$ cat src/rtl/booth_pkg.sv
// Shared types and helpers for the radix-4 Booth multiplier.
package booth_pkg;

  typedef enum logic [1:0] {
    IDLE = 2'b00,
    EXEC = 2'b01,
    DONE = 2'b10
  } state_t;

  typedef enum logic [2:0] {
    SEL_ZERO = 3'd0,
    SEL_P1   = 3'd1,
    SEL_P2   = 3'd2,
    SEL_M1   = 3'd3,
    SEL_M2   = 3'd4
  } sel_t;

  function automatic int unsigned clog2(input int unsigned v);
    int unsigned r;
    int unsigned x;
    r = 0;
    x = (v > 0) ? v - 1 : 0;
    while (x > 0) begin
      r++;
      x = x >> 1;
    end
    return r;
  endfunction

endpackage

$ cat src/rtl/booth_mul_r4_if.sv
// Execution-bus handshake and operand/result bundle of the Booth multiplier.
interface booth_mul_r4_if #(parameter int unsigned WIDTH = 64);

  logic               op_start;
  logic               op_clear;
  logic               signed_mode;
  logic [WIDTH-1:0]   multiplier;
  logic [WIDTH-1:0]   multiplicand;
  logic               op_busy;
  logic               op_done;
  logic [2*WIDTH-1:0] result;

  modport master (
    output op_start, op_clear, signed_mode, multiplier, multiplicand,
    input  op_busy, op_done, result
  );

  modport slave (
    input  op_start, op_clear, signed_mode, multiplier, multiplicand,
    output op_busy, op_done, result
  );

endinterface

$ cat src/rtl/booth_r4_enc.sv
// Radix-4 Booth digit encoder: maps a 3-bit multiplier window to an addend and carry-in.
module booth_r4_enc
  import booth_pkg::*;
#(
  parameter int unsigned EW = 66
) (
  input  logic [2:0] win,
  input  logic [EW:0] mx,
  input  logic [EW:0] mx2,
  output logic [EW:0] addend_c,
  output logic        cin_c
);

  sel_t sel;

  always_comb begin
    sel = SEL_ZERO;
    case (win)
      3'b001, 3'b010: sel = SEL_P1;
      3'b011:         sel = SEL_P2;
      3'b100:         sel = SEL_M2;
      3'b101, 3'b110: sel = SEL_M1;
      default:        sel = SEL_ZERO;
    endcase
  end

  // Negative digits subtract as one's complement plus carry-in.
  always_comb begin
    addend_c = '0;
    cin_c    = 1'b0;
    case (sel)
      SEL_P1: addend_c = mx;
      SEL_P2: addend_c = mx2;
      SEL_M1: begin
        addend_c = ~mx;
        cin_c    = 1'b1;
      end
      SEL_M2: begin
        addend_c = ~mx2;
        cin_c    = 1'b1;
      end
      default: begin
        addend_c = '0;
        cin_c    = 1'b0;
      end
    endcase
  end

endmodule

$ cat src/rtl/booth_mul_r4.sv
// Iterative radix-4 Booth multiplier, two multiplier bits retired per cycle,
// with start/clear handshake and a registered product.
module booth_mul_r4
  import booth_pkg::*;
#(
  parameter int unsigned WIDTH = 64
) (
  input  logic           clk,
  input  logic           reset,
  booth_mul_r4_if.slave  bus
);

  localparam int unsigned EW    = WIDTH + 2;
  localparam int unsigned AW    = EW + 1;
  localparam int unsigned NITER = EW / 2;
  localparam int unsigned CW    = (clog2(NITER) < 1) ? 1 : clog2(NITER);

  state_t             state_q, state_d;
  logic               busy_q, busy_d;
  logic               done_q, done_d;
  logic [CW-1:0]      cnt_q;
  logic [AW-1:0]      mx_q, mx2_q, a_q;
  logic [EW-1:0]      q_q;
  logic               qm1_q;
  logic [2*WIDTH-1:0] result_q;

  logic               start_ok;
  logic               last_iter;
  logic [EW-1:0]      mx_ext, q_ext;
  logic [AW-1:0]      addend;
  logic               cin;
  logic [AW-1:0]      a_sum, a_sh;
  logic [EW-1:0]      q_sh;

  assign start_ok  = bus.op_start && !bus.op_clear;
  assign last_iter = (cnt_q == CW'(NITER - 1));

  // Two extra bits keep the top Booth digit non-negative for unsigned operands.
  assign mx_ext = bus.signed_mode ? {{2{bus.multiplicand[WIDTH-1]}}, bus.multiplicand}
                                  : {2'b00, bus.multiplicand};
  assign q_ext  = bus.signed_mode ? {{2{bus.multiplier[WIDTH-1]}}, bus.multiplier}
                                  : {2'b00, bus.multiplier};

  booth_r4_enc #(.EW(EW)) u_enc (
    .win      ({q_q[1:0], qm1_q}),
    .mx       (mx_q),
    .mx2      (mx2_q),
    .addend_c (addend),
    .cin_c    (cin)
  );

  // Single accumulate, then arithmetic shift of {A, Q, q_m1} right by two.
  assign a_sum = a_q + addend + AW'(cin);
  assign a_sh  = {a_sum[AW-1], a_sum[AW-1], a_sum[AW-1:2]};
  assign q_sh  = {a_sum[1:0], q_q[EW-1:2]};

  always_ff @(posedge clk or posedge reset) begin
    if (reset) begin
      state_q <= IDLE;
      busy_q  <= 1'b0;
      done_q  <= 1'b0;
    end else begin
      state_q <= state_d;
      busy_q  <= busy_d;
      done_q  <= done_d;
    end
  end

  always_comb begin
    state_d = state_q;
    busy_d  = 1'b0;
    done_d  = 1'b0;
    case (state_q)
      IDLE: begin
        if (start_ok) state_d = EXEC;
      end
      EXEC: begin
        if (bus.op_clear)   state_d = IDLE;
        else if (last_iter) state_d = DONE;
      end
      DONE: begin
        if (bus.op_clear)  state_d = IDLE;
        else if (start_ok) state_d = EXEC;
      end
      default: state_d = IDLE;
    endcase
    busy_d = (state_d == EXEC);
    done_d = (state_d == DONE);
  end

  always_ff @(posedge clk or posedge reset) begin
    if (reset) begin
      cnt_q    <= '0;
      mx_q     <= '0;
      mx2_q    <= '0;
      a_q      <= '0;
      q_q      <= '0;
      qm1_q    <= 1'b0;
      result_q <= '0;
    end else begin
      case (state_q)
        IDLE, DONE: begin
          if (start_ok) begin
            cnt_q <= '0;
            mx_q  <= {mx_ext[EW-1], mx_ext};
            mx2_q <= {mx_ext, 1'b0};
            a_q   <= '0;
            q_q   <= q_ext;
            qm1_q <= 1'b0;
          end
        end
        EXEC: begin
          if (bus.op_clear) begin
            cnt_q <= '0;
          end else begin
            a_q   <= a_sh;
            q_q   <= q_sh;
            qm1_q <= q_q[1];
            cnt_q <= last_iter ? '0 : cnt_q + CW'(1);
            if (last_iter) result_q <= {a_sh[2*WIDTH-EW-1:0], q_sh};
          end
        end
        default: begin
          cnt_q <= '0;
          mx_q  <= '0;
          mx2_q <= '0;
          a_q   <= '0;
          q_q   <= '0;
          qm1_q <= 1'b0;
        end
      endcase
    end
  end

  assign bus.op_busy = busy_q;
  assign bus.op_done = done_q;
  assign bus.result  = result_q;

endmodule
$ cat src/flat_wrapper.sv
// flat-port wrapper written by rule: the top's interface ports become plain ports
module booth_mul_r4_flat import booth_pkg::*;
#(
  parameter int unsigned WIDTH = 64
)
  (clk, reset, bus_op_start, bus_op_clear, bus_signed_mode, bus_multiplier, bus_multiplicand, bus_op_busy, bus_op_done, bus_result);
  booth_mul_r4_if #(.WIDTH(WIDTH)) bus_i ();
  input  logic clk;
  input  logic reset;
  input wire logic [$bits(bus_i.op_start)-1:0] bus_op_start;
  input wire logic [$bits(bus_i.op_clear)-1:0] bus_op_clear;
  input wire logic [$bits(bus_i.signed_mode)-1:0] bus_signed_mode;
  input wire logic [$bits(bus_i.multiplier)-1:0] bus_multiplier;
  input wire logic [$bits(bus_i.multiplicand)-1:0] bus_multiplicand;
  output wire logic [$bits(bus_i.op_busy)-1:0] bus_op_busy;
  output wire logic [$bits(bus_i.op_done)-1:0] bus_op_done;
  output wire logic [$bits(bus_i.result)-1:0] bus_result;
  assign bus_i.op_start = bus_op_start;
  assign bus_i.op_clear = bus_op_clear;
  assign bus_i.signed_mode = bus_signed_mode;
  assign bus_i.multiplier = bus_multiplier;
  assign bus_i.multiplicand = bus_multiplicand;
  assign bus_op_busy = bus_i.op_busy;
  assign bus_op_done = bus_i.op_done;
  assign bus_result = bus_i.result;
  booth_mul_r4 #(.WIDTH(WIDTH)) u_core (.clk(clk), .reset(reset), .bus(bus_i));
endmodule
$ cat config.mk
export PLATFORM = sky130hd
export DESIGN_NAME = booth_mul_r4_flat
export DESIGN_NICKNAME = d
export VERILOG_FILES = /design/src/rtl/booth_pkg.sv /design/src/rtl/booth_mul_r4_if.sv /design/src/rtl/booth_r4_enc.sv /design/src/rtl/booth_mul_r4.sv /design/src/flat_wrapper.sv
export SDC_FILE = /design/constraint.sdc
export NUM_CORES = 1
export LEC_CHECK = 0
export CORE_MARGIN = 10
export CORE_UTILIZATION = 60
export CTS_CLUSTER_DIAMETER = 40
export DETAILED_ROUTE_END_ITERATION = 7
export HOLD_SLACK_MARGIN = 0.12
export PLACE_DENSITY = 0.89
export SYNTH_ARGS = -nofsm -noshare
export SYNTH_HDL_FRONTEND = slang
export SYNTH_SLANG_ARGS = --single-unit
$ cat constraint.sdc
create_clock -name clk -period 34.1 [get_ports clk]
set_clock_uncertainty 0.15 [all_clocks]
set_input_delay 6.82 -clock clk [delete_from_list [all_inputs] [get_ports clk]]
set_output_delay 6.82 -clock clk [all_outputs]
set_load 0.02 [all_outputs]
==> impl_metrics.json <==
{
  "intPower_mw": 1.058,
  "power_density_mw_per_mm2": 76.85,
  "synth_area_leaders": "dfrtp_1 (46%), mux2_2 (7.1%), a22o_1 (5.8%)",
  "hold-worst-slack_ps": 351.2,
  "slowest_stage": "buf_4",
  "cts_buffer_depth": 3,
  "io_buffers": 262,
  "ir_drop_uv": 41.06,
  "ys_types": 77,
  "cp_cell_sequence": "clkdlybuf4s50_1 -> inv_1 -> a21oi_1 -> o21bai_4 -> buf_4 -> o21ai_0",
  "async_reset_ff_frac": 1.000,
  "grt_max_degree": 133,
  "synth_edf_count": 0,
  "die-area_sq_mm": 0.03789,
  "grt_use_met3": 0.06746,
  "synth-seq-cells": 335,
  "yosysSeqAreaShare": 0.4580,
  "worstReg2RegStart": "u_core.q_q[1]$_DFFE_PP0P_",
  "path_buf_inv": 3,
  "setup_viol": 0,
  "status": "completed",
  "seqPwrFrac": 0.302,
  "synth_xor_area_frac": 0.06125,
  "ctsResizeCount": 0,
  "fin_crit_ps": 9596,
  "grtUsageMet1": 0.3445,
  "synthCells": 1809,
  "path_class": "in -> reg",
  "slew_viol_final": 0,
  "overflow": 0,
  "grt_setup_unrepaired": "false",
  "ys.warnings.count": 0,
  "num-fill-cells": 1852,
  "crit_arrival_ps": 9820,
  "tightestPinTransition_ps": 1170,
  "die_w_microns": 194.7,
  "fmaxAchievable_mhz": 104.2,
  "multi_input_area_sq_mm": 0.009405,
  "slew-limit-headroom": 0.2177,
  "synth_most_common_cell": "dfrtp_1",
  "synthTopCellsByCount": "dfrtp_1 (335), o21ai_0 (176), nand2_1 (156), a21oi_1 (152), a22o_1 (121)",
  "seq_area_sq_mm": 0.008388,
  "critPathMaxStageDelay_ps": 860,
  "top_usage_layer": "met2",
  "avgSynthCellArea_sq_um": 10.12,
  "wl_per_cell_microns": 22.16,
  "gp_congestion": 0.9667,
  "placed_area_sq_mm": 0.02114,
  "whs_path_depth": 2,
  "track_usage": 0.2729,
  "p_sw_frac": 0.3965,
  "drive_gt1_frac": 0.1208,
  "cts_tree": "done",
  "htreeDepth": 2,
  "synth_top_area_frac": 0.4580,
  "synthMuxAreaShare": 0.07499,
  "synthAdderAreaFrac": 0.04799,
  "routed_via_density": 6.387,
  "cpLargestDelayFamily": "buffers and inverters",
  "placeableCoreArea_sq_mm": 0.02987,
  "boundaryPins": 263,
  "power.total_mw": 1.753,
  "die_h_microns": 194.7,
  "hpwl_microns": 35840,
  "clockPowerShare": 0.294,
  "cts_buffers": 45,
  "initial_utilization": 0.6127,
  "combPwrFrac": 0.404,
  "maxCapViolations": 0,
  "path_max_fanout": 108,
  "nets": 2213,
  "rows": 63,
  "cts-root-buf": "clkbuf_16",
  "drt-initial-drc-count": 1661,
  "r2r-end": "u_core.bus.result[116]$_DFFE_PP0P_",
  "min_path_type": "reg -> reg",
  "synth_fp_nets": 2011,
  "startpoint_type": "input port",
  "ys.flop_type": "dfrtp_1",
  "design_area_sq_mm": 0.02280,
  "r2r.worst_path.cells": 13,
  "vias": 15572,
  "hold_viol": 0,
  "clock_latency_ps": 550,
  "grt_pass1_wl_microns": 86580,
  "min_from": "u_core.bus.result[127]$_DFFE_PP0P_",
  "drc": 0,
  "synth_top_family_by_area": "compound AO/OA/AOI/OAI gates",
  "drt-total-wl_microns": 54020,
  "setup_tns_ps": 0,
  "area_delta_synth_final_pct": 24.58,
  "use_met2": 0.4517,
  "antenna_found_initial": 5,
  "postRouteAntennaNets": 0,
  "switchingPower_mw": 0.6949,
  "path_clk_slew_ps": 60,
  "grt_pass1_vias": 15942,
  "end_kind": "register",
  "synth_area_sq_mm": 0.01830,
  "rrSetupSlack_ps": 28760,
  "synth_compound_area_frac": 0.2306,
  "clock-sinks": 335,
  "holdPathEnd": "u_core.bus.result[127]$_DFFE_PP0P_",
  "period_share": 0.2814,
  "first_pass_iters": 7,
  "synthSimpleGateAreaFrac": 0.09570,
  "post-cts-setup-buffers": 0,
  "p_leak_nw": 10.55,
  "synth.largest_area_cell": "dfrtp_1",
  "cts_hold_buffers": 0,
  "cp.required_ps": 34320
}
-- cells in the final DEF (no fill, tap or decap), drive strengths merged, types with 5 or more instances in the layout --
cell,instances
a21o,28
a21oi,155
a22o,121
a22oi,65
a31oi,7
and2,5
and3,5
buf,17
bufinv,9
clkbuf,49
clkdlybuf4s50,262
clkinv,11
dfrtp,335
ha,67
inv,35
mux2,121
nand2,156
nand3,15
nand4,18
nor2,55
nor2b,71
nor3,15
o21a,6
o21ai,197
o21bai,12
o31ai,6
xnor2,39
xor2,89
-- kinds of logic (layout without fill, tap and decap cells) --
group           Yosys count  after routing
buf+inv                 151            387
fa+ha+maj                69             69
simple gates            365            365
flops                   335            335
compound gates          639            639
mux                     122            122
xor+xnor                128            128
other cells               0              3
-- state kept, by name, indices dropped and copies added, names as in the netlist --
register            cells
u_core.bus.op_done      1
u_core.bus.result     128
u_core.a_q             65
u_core.q_q             66
u_core.mx_q            65
u_core.state_q          2
u_core.bus.op_busy      1
u_core.qm1_q            1
u_core.cnt_q            6
-- per-stage QoR --
step                  util  worst slack [ps]  cells
CTS                 0.7630             24610   2435
floorplan                -             17850   1809
detailed placement  0.7076             24110   2354
global route        0.7632             24300   2437
finish              0.7633             24500   2438
global placement    0.7076             24210   2354
-- metal layers --
metal | share of wire | vias up
li1 | - | 6973
met5 | 0.00020 | -
met4 | 0.030 | 2
met1 | 0.41 | 7741
met2 | 0.48 | 731
met3 | 0.084 | 125
-- worst max path at each step --
stage,start,slack [ps],depth (start not counted),end
4_1_cts,bus_op_clear,24610,6,u_core.q_q[65]$_DFFE_PP0P_
3_5_place_dp,bus_op_clear,24110,6,u_core.q_q[15]$_DFFE_PP0P_
3_3_place_gp,bus_op_clear,24210,7,u_core.bus.result[80]$_DFFE_PP0P_
5_1_grt,bus_op_clear,24300,6,u_core.q_q[26]$_DFFE_PP0P_
2_1_floorplan,reset,17850,1,u_core.a_q[0]$_DFFE_PP0P_
6_report,bus_op_clear,24500,6,u_core.q_q[26]$_DFFE_PP0P_
-- worst min-delay path, delay by kind of cell, from the launching register on --
kind / cells / cell delay (ps)
AOI/OAI and AO/OA: 1 / 60
DFF: 1 / 350
and+or+nand+nor: 1 / 50
-- layout make-up --
type,instances,share of cell area
clock buffer,49,0.05180
multi-input combinational,1323,0.4125
sequential,335,0.3678
tap,390,0.02140
clock inverter,32,0.02080
timing repair buffer,279,0.1206
inverter,27,0.004774
antenna,3,0.0003292
-- power groups by stage --
| stage | clock network, mW | registers [mW] | logic [mW] |
|---|---|---|---|
| after CTS | 0.518 | 0.526 | 0.696 |
| after global placement | 0 | 0.526 | 0.665 |
| after global routing | 0.537 | 0.535 | 0.771 |
| final | 0.515 | 0.529 | 0.708 |
| after detailed placement | 0 | 0.529 | 0.685 |
| after floorplan | 0 | 0.509 | 0.524 |
Power figures use the tool's default switching activity.
